--- config.mk ---
export PLATFORM = sky130hd
export DESIGN_NAME = player_2_rx_ctrl
export DESIGN_NICKNAME = d
export VERILOG_FILES = /design/src/rtl/player_2_rx_ctrl.sv
export SDC_FILE = /design/constraint.sdc
export NUM_CORES = 1
export LEC_CHECK = 0
export ABC_CLOCK_PERIOD_IN_PS = 2300
export BUFFER_PORTS_ARGS = -buffer_cell sky130_fd_sc_hd__buf_2
export CAP_MARGIN = 40
export CORE_MARGIN = 4
export CORE_UTILIZATION = 35
export CTS_CLUSTER_SIZE = 24
export DETAILED_ROUTE_END_ITERATION = 8
export GPL_TIMING_DRIVEN = 1
export PLACE_DENSITY = 0.51
export SLEW_MARGIN = 0
export SYNTH_ARGS = -nofsm -noshare
export SYNTH_HDL_FRONTEND = slang
export SYNTH_SLANG_ARGS = --single-unit
--- constraint.sdc ---
create_clock -name clk -period 2.3 [get_ports clk]
set_input_delay 0.115 -clock clk [delete_from_list [all_inputs] [get_ports clk]]
set_output_delay 0.115 -clock clk [all_outputs]
set_load 0.02 [all_outputs]
--- src/rtl/player_2_rx_ctrl.sv ---
// Receive-side framer for the remote player state link: decodes 7-byte
// A5-headed frames into registered player outputs and tracks link health.
module player_2_rx_ctrl #(
  parameter int unsigned BYTE_TIMEOUT = 65000,
  parameter int unsigned LINK_TIMEOUT = 6500000
) (
  input  logic        clk,
  input  logic        rst,
  input  logic [7:0]  rx_data,
  input  logic        rx_valid,
  output logic [11:0] player_2_x,
  output logic [11:0] player_2_y,
  output logic        player_2_flip_h,
  output logic [1:0]  player_2_class,
  output logic [3:0]  player_2_hp,
  output logic        player_2_data_valid,
  output logic        link_active,
  output logic [7:0]  frame_err_cnt
);

  localparam int unsigned GW = $clog2(BYTE_TIMEOUT + 1);
  localparam int unsigned LW = $clog2(LINK_TIMEOUT + 1);
  localparam logic [GW-1:0] GAP_MAX  = GW'(BYTE_TIMEOUT);
  localparam logic [LW-1:0] LINK_MAX = LW'(LINK_TIMEOUT);

  typedef enum logic [2:0] {
    IDLE = 3'd0,
    XH   = 3'd1,
    XL   = 3'd2,
    YH   = 3'd3,
    YL   = 3'd4,
    FL   = 3'd5,
    CK   = 3'd6
  } state_t;

  state_t        state_q, state_d;
  logic [7:0]    xh_q, xh_d, xl_q, xl_d, yh_q, yh_d, yl_q, yl_d, fl_q, fl_d;
  logic [11:0]   x_q, x_d, y_q, y_d;
  logic          flip_q, flip_d;
  logic [1:0]    class_q, class_d;
  logic [3:0]    hp_q, hp_d;
  logic          dv_q, dv_d;
  logic [7:0]    err_q, err_d;
  logic [GW-1:0] gap_q, gap_d;
  logic [LW-1:0] link_q, link_d;

  logic frame_ok;
  logic accept;
  logic reject;
  logic timeout;

  assign frame_ok = (rx_data == (xh_q ^ xl_q ^ yh_q ^ yl_q ^ fl_q)) &&
                    (xh_q[7:4] == 4'h0) && (yh_q[7:4] == 4'h0) &&
                    (fl_q[3:2] != 2'b00);

  always_comb begin
    state_d = state_q;
    xh_d    = xh_q;
    xl_d    = xl_q;
    yh_d    = yh_q;
    yl_d    = yl_q;
    fl_d    = fl_q;
    gap_d   = gap_q;
    accept  = 1'b0;
    reject  = 1'b0;
    timeout = 1'b0;

    // A byte arriving on the expiry cycle takes priority over the timeout.
    if (rx_valid) begin
      gap_d = '0;
      unique case (state_q)
        IDLE: if (rx_data == 8'hA5) state_d = XH;
        XH: begin xh_d = rx_data; state_d = XL; end
        XL: begin xl_d = rx_data; state_d = YH; end
        YH: begin yh_d = rx_data; state_d = YL; end
        YL: begin yl_d = rx_data; state_d = FL; end
        FL: begin fl_d = rx_data; state_d = CK; end
        CK: begin
          state_d = IDLE;
          accept  = frame_ok;
          reject  = !frame_ok;
        end
        default: state_d = IDLE;
      endcase
    end else if (state_q != IDLE) begin
      if (gap_q == GAP_MAX) begin
        timeout = 1'b1;
        state_d = IDLE;
        gap_d   = '0;
      end else begin
        gap_d = gap_q + GW'(1);
      end
    end else begin
      gap_d = '0;
    end
  end

  always_comb begin
    x_d     = x_q;
    y_d     = y_q;
    flip_d  = flip_q;
    class_d = class_q;
    hp_d    = hp_q;
    dv_d    = accept;
    err_d   = err_q;
    link_d  = link_q;

    if (accept) begin
      x_d     = {xh_q[3:0], xl_q};
      y_d     = {yh_q[3:0], yl_q};
      flip_d  = fl_q[1];
      class_d = fl_q[3:2];
      hp_d    = fl_q[7:4];
    end

    if ((reject || timeout) && (err_q != 8'hFF)) err_d = err_q + 8'd1;

    if (accept) link_d = '0;
    else if (link_q != LINK_MAX) link_d = link_q + LW'(1);
  end

  always_ff @(posedge clk) begin
    if (rst) begin
      state_q <= IDLE;
      xh_q    <= '0;
      xl_q    <= '0;
      yh_q    <= '0;
      yl_q    <= '0;
      fl_q    <= '0;
      x_q     <= '0;
      y_q     <= '0;
      flip_q  <= 1'b0;
      class_q <= '0;
      hp_q    <= '0;
      dv_q    <= 1'b0;
      err_q   <= '0;
      gap_q   <= '0;
      // Starting saturated keeps link_active low until the first good frame.
      link_q  <= LINK_MAX;
    end else begin
      state_q <= state_d;
      xh_q    <= xh_d;
      xl_q    <= xl_d;
      yh_q    <= yh_d;
      yl_q    <= yl_d;
      fl_q    <= fl_d;
      x_q     <= x_d;
      y_q     <= y_d;
      flip_q  <= flip_d;
      class_q <= class_d;
      hp_q    <= hp_d;
      dv_q    <= dv_d;
      err_q   <= err_d;
      gap_q   <= gap_d;
      link_q  <= link_d;
    end
  end

  assign player_2_x          = x_q;
  assign player_2_y          = y_q;
  assign player_2_flip_h     = flip_q;
  assign player_2_class      = class_q;
  assign player_2_hp         = hp_q;
  assign player_2_data_valid = dv_q;
  assign frame_err_cnt       = err_q;
  assign link_active         = (link_q != LINK_MAX);

endmodule
Word level (Yosys, flattened, before mapping)
Index checks and enable logic that the tools add are counted.
W data, S select, Z words.
- register bits after elaboration: 122
- bits of input ports: 11
- output and inout port bits: 41
- logic and storage cells: 72
- $add $sub $neg: 3
- eq/ne operators: 12
- multiplexer cells: 14
- bitwise operators: 5
- reductions and logical operators: 22
- operators by type and width (operator ; number):
    $mux W23 ; 2
    $xor A8 B8 Y8 ; 4
    $add A23 B1 Y23 const B ; 1
    $ne A23 B23 Y1 const B ; 1
    $pmux W3 S6 ; 1
    $add A16 B1 Y16 const B ; 1
    $eq A16 B16 Y1 const B ; 1
    $mux W3 ; 4
    $reduce_and A2 Y1 ; 5
    $eq A3 B3 Y1 const B ; 3
    $add A8 B1 Y8 const B ; 1
    $eq A8 B8 Y1 ; 1
    $eq A8 B8 Y1 const B ; 1
    $logic_not A4 Y1 ; 2
    $ne A8 B8 Y1 const B ; 1
    $reduce_bool A2 Y1 ; 4
    $mux W1 ; 7
    $eq A3 B2 Y1 const B ; 2
    $logic_and A1 B1 Y1 ; 4
    $reduce_or A4 Y1 ; 1
    $eq A3 B1 Y1 const B ; 1
    $logic_not A3 Y1 ; 1
    $ne A3 B3 Y1 const B ; 1
    $reduce_and A3 Y1 ; 1
    5 further kinds ; 5

Logic depth before layout (Yosys ltp)
- word-level depth: 13
- depth in mapped cells: 9
- depth with buffers taken out: 8

Worst setup path before layout
OpenSTA, ideal clock, no wires.
- kind: flip-flop to flip-flop
- from: register gap_q[9]
- to: register err_q[7] (netlist: frame_err_cnt[7])
- library setup time: 0.086 ns
- arrival time: 2.172 ns
- required time: 2.214 ns
- slack: 0.042 ns
- cell stages (with the launch flop): 7
- path through: dfxtp_1 -> or4b_4 -> nor4_4 -> a2111oi_1 -> nor4b_4 -> or4_1 -> a221oi_2
- longest elaborated chain between the ends: 6
- RTL lines (what ; RTL line ; RTL):
    from (decl) ; 44 ; logic [GW-1:0] gap_q, gap_d;
    from (signal assigned) ; 154 ; gap_q <= gap_d;
    $eq A16 B16 Y1 ; 86 ; if (gap_q == GAP_MAX) begin
    $mux W1 ; 86 ;
    $mux W1 ; 85 ; end else if (state_q != IDLE) begin
    $mux W1 ; 69 ; if (rx_valid) begin
    $logic_or A1 B1 Y1 ; 116 ; if ((reject || timeout) && (err_q != 8'hFF)) err_d = err_q + 8'd1;
    $logic_and A1 B1 Y1 ; 116 ;
    to (signal assigned) ; 153 ; err_q <= err_d;
    to (decl) ; 43 ; logic [7:0] err_q, err_d;
No other way between the ends.
A chain may end at the register's enable or synchronous reset.

Worst setup path in the final report
- from: register yl_q[1]
- to: register y_q[8] (netlist: player_2_y[8])
- longest elaborated chain between the ends: 8
- RTL lines (what ; RTL line ; RTL):
    from (decl) ; 37 ; logic [7:0] xh_q, xh_d, xl_q, xl_d, yh_q, yh_d, yl_q, yl_d, fl_q, fl_d;
    from (signal assigned) ; 145 ; yl_q <= yl_d;
    $xor A8 B8 Y8 (2 in series) ; 52 ; assign frame_ok = (rx_data == (xh_q ^ xl_q ^ yh_q ^ yl_q ^ fl_q)) &&
    $eq A8 B8 Y1 ; 52 ;
    $logic_and A1 B1 Y1 ; 52 ;
    $logic_and A1 B1 Y1 (2 in series) ; 53 ; (xh_q[7:4] == 4'h0) && (yh_q[7:4] == 4'h0) &&
    $mux W1 ; 71 ; unique case (state_q)
    $mux W1 ; 69 ;
    to (signal assigned) ; 148 ; y_q <= y_d;
    to (decl) ; 38 ; logic [11:0] x_q, x_d, y_q, y_d;
No other way between the ends.

==> results.md <==
* CTS tree: done
* Initial DRC count at 232
* Share of the yosys chip area belonging to registers at 44.27%
* Final Cycle Share at 98.36%
* GRT overflow at 0
* Initial antenna violation count at 0
* RSZ-0062 raised after global routing: true
* Max Cap Viol at 0
* Slew HR at 62.53%
* CTS clk-pin slew, worst paths at 0.06 ns
* Setup WS post-layout at 0.03776 ns
* Final worst path period need at 2.262 ns
* Post-DRT Antenna Nets at 0
* Synth Warn # at 0
* CTS Buf Count at 17
* Worst reg2reg path startpoint: yl_q[1]$_SDFFE_PP0P_
* Synthesis-to-layout area growth at 27.47%
* Final Setup Violations at 0
* Post-synth EDFFs at 0
* Sw Pwr at 1.051 mW
* Layout Nets at 706
* Syn nets at 612
* Clock network fraction of total power at 53.1%
* Fin cells at 914
* Drt total wl at 13.55 mm
* Top cell type's share of synthesized area at 44.27%
* Worst vdd ir at 0.0004797 V
* Syn avg cell area at 9.256 sq um
* Total number of vias at 4388
* Switching share of power at 21.59%
* Int Pwr at 3.816 mW
* Die Span Y at 133.5 um
* Routed len/inst at 14.83 um
* Syn Inst Count at 596
* Vias in the first global route at 4249
* Clk_lat worst skew at 0.42 ns
* Most frequent cells in the layout: dfxtp_1, nor2_1, nand2_1
* Critical Path RT at 2.59 ns
* Path type of the worst setup path: reg -> reg
* Share of layout cells above drive strength 1 at 23.90%
* Total Power at 4.867 mW
* FMAX at 442.0 MHz
* Cell area after layout at 7032 sq um
* First-pass GRT wire length at 21.82 mm
* DP HPWL at 9.381 mm
* Multi-input logic area at 2949 sq um
* IO Port Bufs at 51
* Antenna Cells at 0
* Seq cells post-synth at 122
* Comb pwr share at 3.3%
* FF+latch area at 2454 sq um
* Leakage power at 2.707 nW
* Synth area leaders: dfxtp_1, mux2i_1, xnor2_1
* Fillers at 1510
* Die ar. at 17830 sq um
* FFs w/ async S/R, synth at 0%
* Status: finished clean
* Die width at 133.5 um
* Detailed Routing Iterations Pass 1 at 4
* Clock root buffer: clkbuf_16
* Residual DRC count at 0
* Critical path launch point type: register
* DP Cell Count at 876
* Gpl congestion at 0.8298
* Synth Cell Area at 5517 sq um
* Worst-margin pin slew at 0.5592 ns
* Reg2reg setup slack at 0.04 ns
* Row Count at 45
* HP Class: in -> reg
* Most common cell after layout, fill and taps aside: dfxtp_1
* Overall Global Routing Usage at 15.31%
* Post-place setup slack at -0.08915 ns
* Largest net degree at the start of global routing at 50
* TritonCTS Sinks at 122
* Cell accounting for the most synthesized area: dfxtp_1
* Post-synth cell types at 57
* Power Density at 692.1 nW/um^2
* Worst-path fanout max at 10
* Crit. End Element: register
* CTS H-Tree Depth at 4
* Initial Utilization at 36.02%
* Final hold violations at 0
* Critical path arrival at 2.55 ns
* CORE AREA at 15310 sq um
* Max clock buf depth at 2
* Reg power frac at 43.6%
* Worst Setup SP: yl_q[1]$_SDFFE_PP0P_
* Layout Skew at 0.009351 ns
* Via/cell ratio at 4.801
* DP Area at 6260 sq um
* Worst Hold Launch: rx_data[7]
* Slew Viols, Final at 0
* Io pins at 52
* Ys flop type: dfxtp_1
-- flip-flops by register name (all words and copies together) (netlist names), 12 cells and up --
| register | count |
|---|---|
| link_q | 23 |
| player_2_y | 12 |
| player_2_x | 12 |
| gap_q | 16 |
-- worst paths after layout --
check	to	cells after the start
min	yh_q[7]$_SDFFE_PP0P_	3
min reg2reg	fl_q[0]$_SDFFE_PP0P_	2
max reg2reg	player_2_y[8]$_SDFFE_PP0P_	8
max	player_2_y[8]$_SDFFE_PP0P_	8
-- what timing repair did --
| item | 4_1_cts | 5_1_grt |
|---|---|---|
| setup endpoints to repair | 59 | 48 |
| hold buffers | 0 | 0 |
| gates cloned | 1 | 2 |
| resized for setup | 4 | 24 |
| setup buffers | 1 | 2 |
| pin swaps | 1 | 8 |
-- critical path, stage by stage (launching register included) --
cell and delay (ns):
dfxtp_2 0.32, xnor2_1 0.16, xnor3_1 0.45, or3_4 0.42
nor4_4 0.15, buf_6 0.20, clkbuf_16 0.19, mux2i_1 0.18
nor2_1 0.05
-- power groups by stage --
stage	clock, mW	combinational (mW)	sequential, mW
floorplan	0	0.0996	2.17
global placement	0	0.153	2.17
detailed placement	0	0.154	2.17
CTS	2.65	0.154	2.12
global route	2.75	0.173	2.12
finish	2.59	0.160	2.12
-- layout make-up --
type                    count  share of cell area, %
multi-input cells         431                  41.94
flip-flops and latches    122                  34.89
repair buffers            104                  10.41
clock buffers              20                  6.495
well taps                 211                  3.754
clock inverters            12                  1.762
inverters                  14                 0.7473
-- cell usage after synthesis (2+ instances only) --
library cell and instances:
clkbuf_1 17, nor2_1 84, mux2_1 4, mux2i_1 48, and4_1 3, nand3_1 18, or2_2 2, xnor2_1 39
buf_4 2, nor2b_1 6, buf_2 3, or3_1 2, a211oi_1 2, a21oi_1 31, o21ai_1 10, xor2_1 21
or4b_2 2, nor3b_1 3, ha_1 5, inv_1 14, nor3_1 23, buf_6 2, xnor3_1 7, nor4_1 9
clkbuf_8 2, o2111ai_1 2, dfxtp_1 122, nand4_1 7, o21ai_0 3, and3_1 3, nand4b_1 4, nand2_1 71
-- routing by layer --
layer | part of all wire (%) | GRT usage (%) | vias up
li1 | - | - | 2236
met1 | 46 | 19.41 | 2043
met2 | 47 | 25.14 | 85
met3 | 3.9 | 4.003 | 24
met4 | 2.5 | 5.657 | 0
met5 | 0 | 0 | -
-- logic make-up after synthesis --
kind of cell             count (synthesis)  synth area share [%]
flip-flops                             122                 44.27
buffers and inverters                   43                 3.901
XOR/XNOR                                67                 12.38
multiplexers                            52                 9.526
AND/OR/NAND/NOR                        251                 22.54
AO/OA/AOI/OAI                           56                 6.237
adder cells (fa/ha/maj)                  5                 1.134
-- metrics by stage --
step / hold WS [ns] / TNS (ns) / util [%]
floorplan: 0.2510 / 0 / -
global placement: 0.4345 / -0.2937 / 40.87
detailed placement: 0.4399 / -2.433 / 40.87
CTS: 0.003229 / 0 / 44.86
global route: 0.01464 / -0.5224 / 45.92
finish: 0.01647 / 0 / 45.92
(Power assumes the default switching activity.)
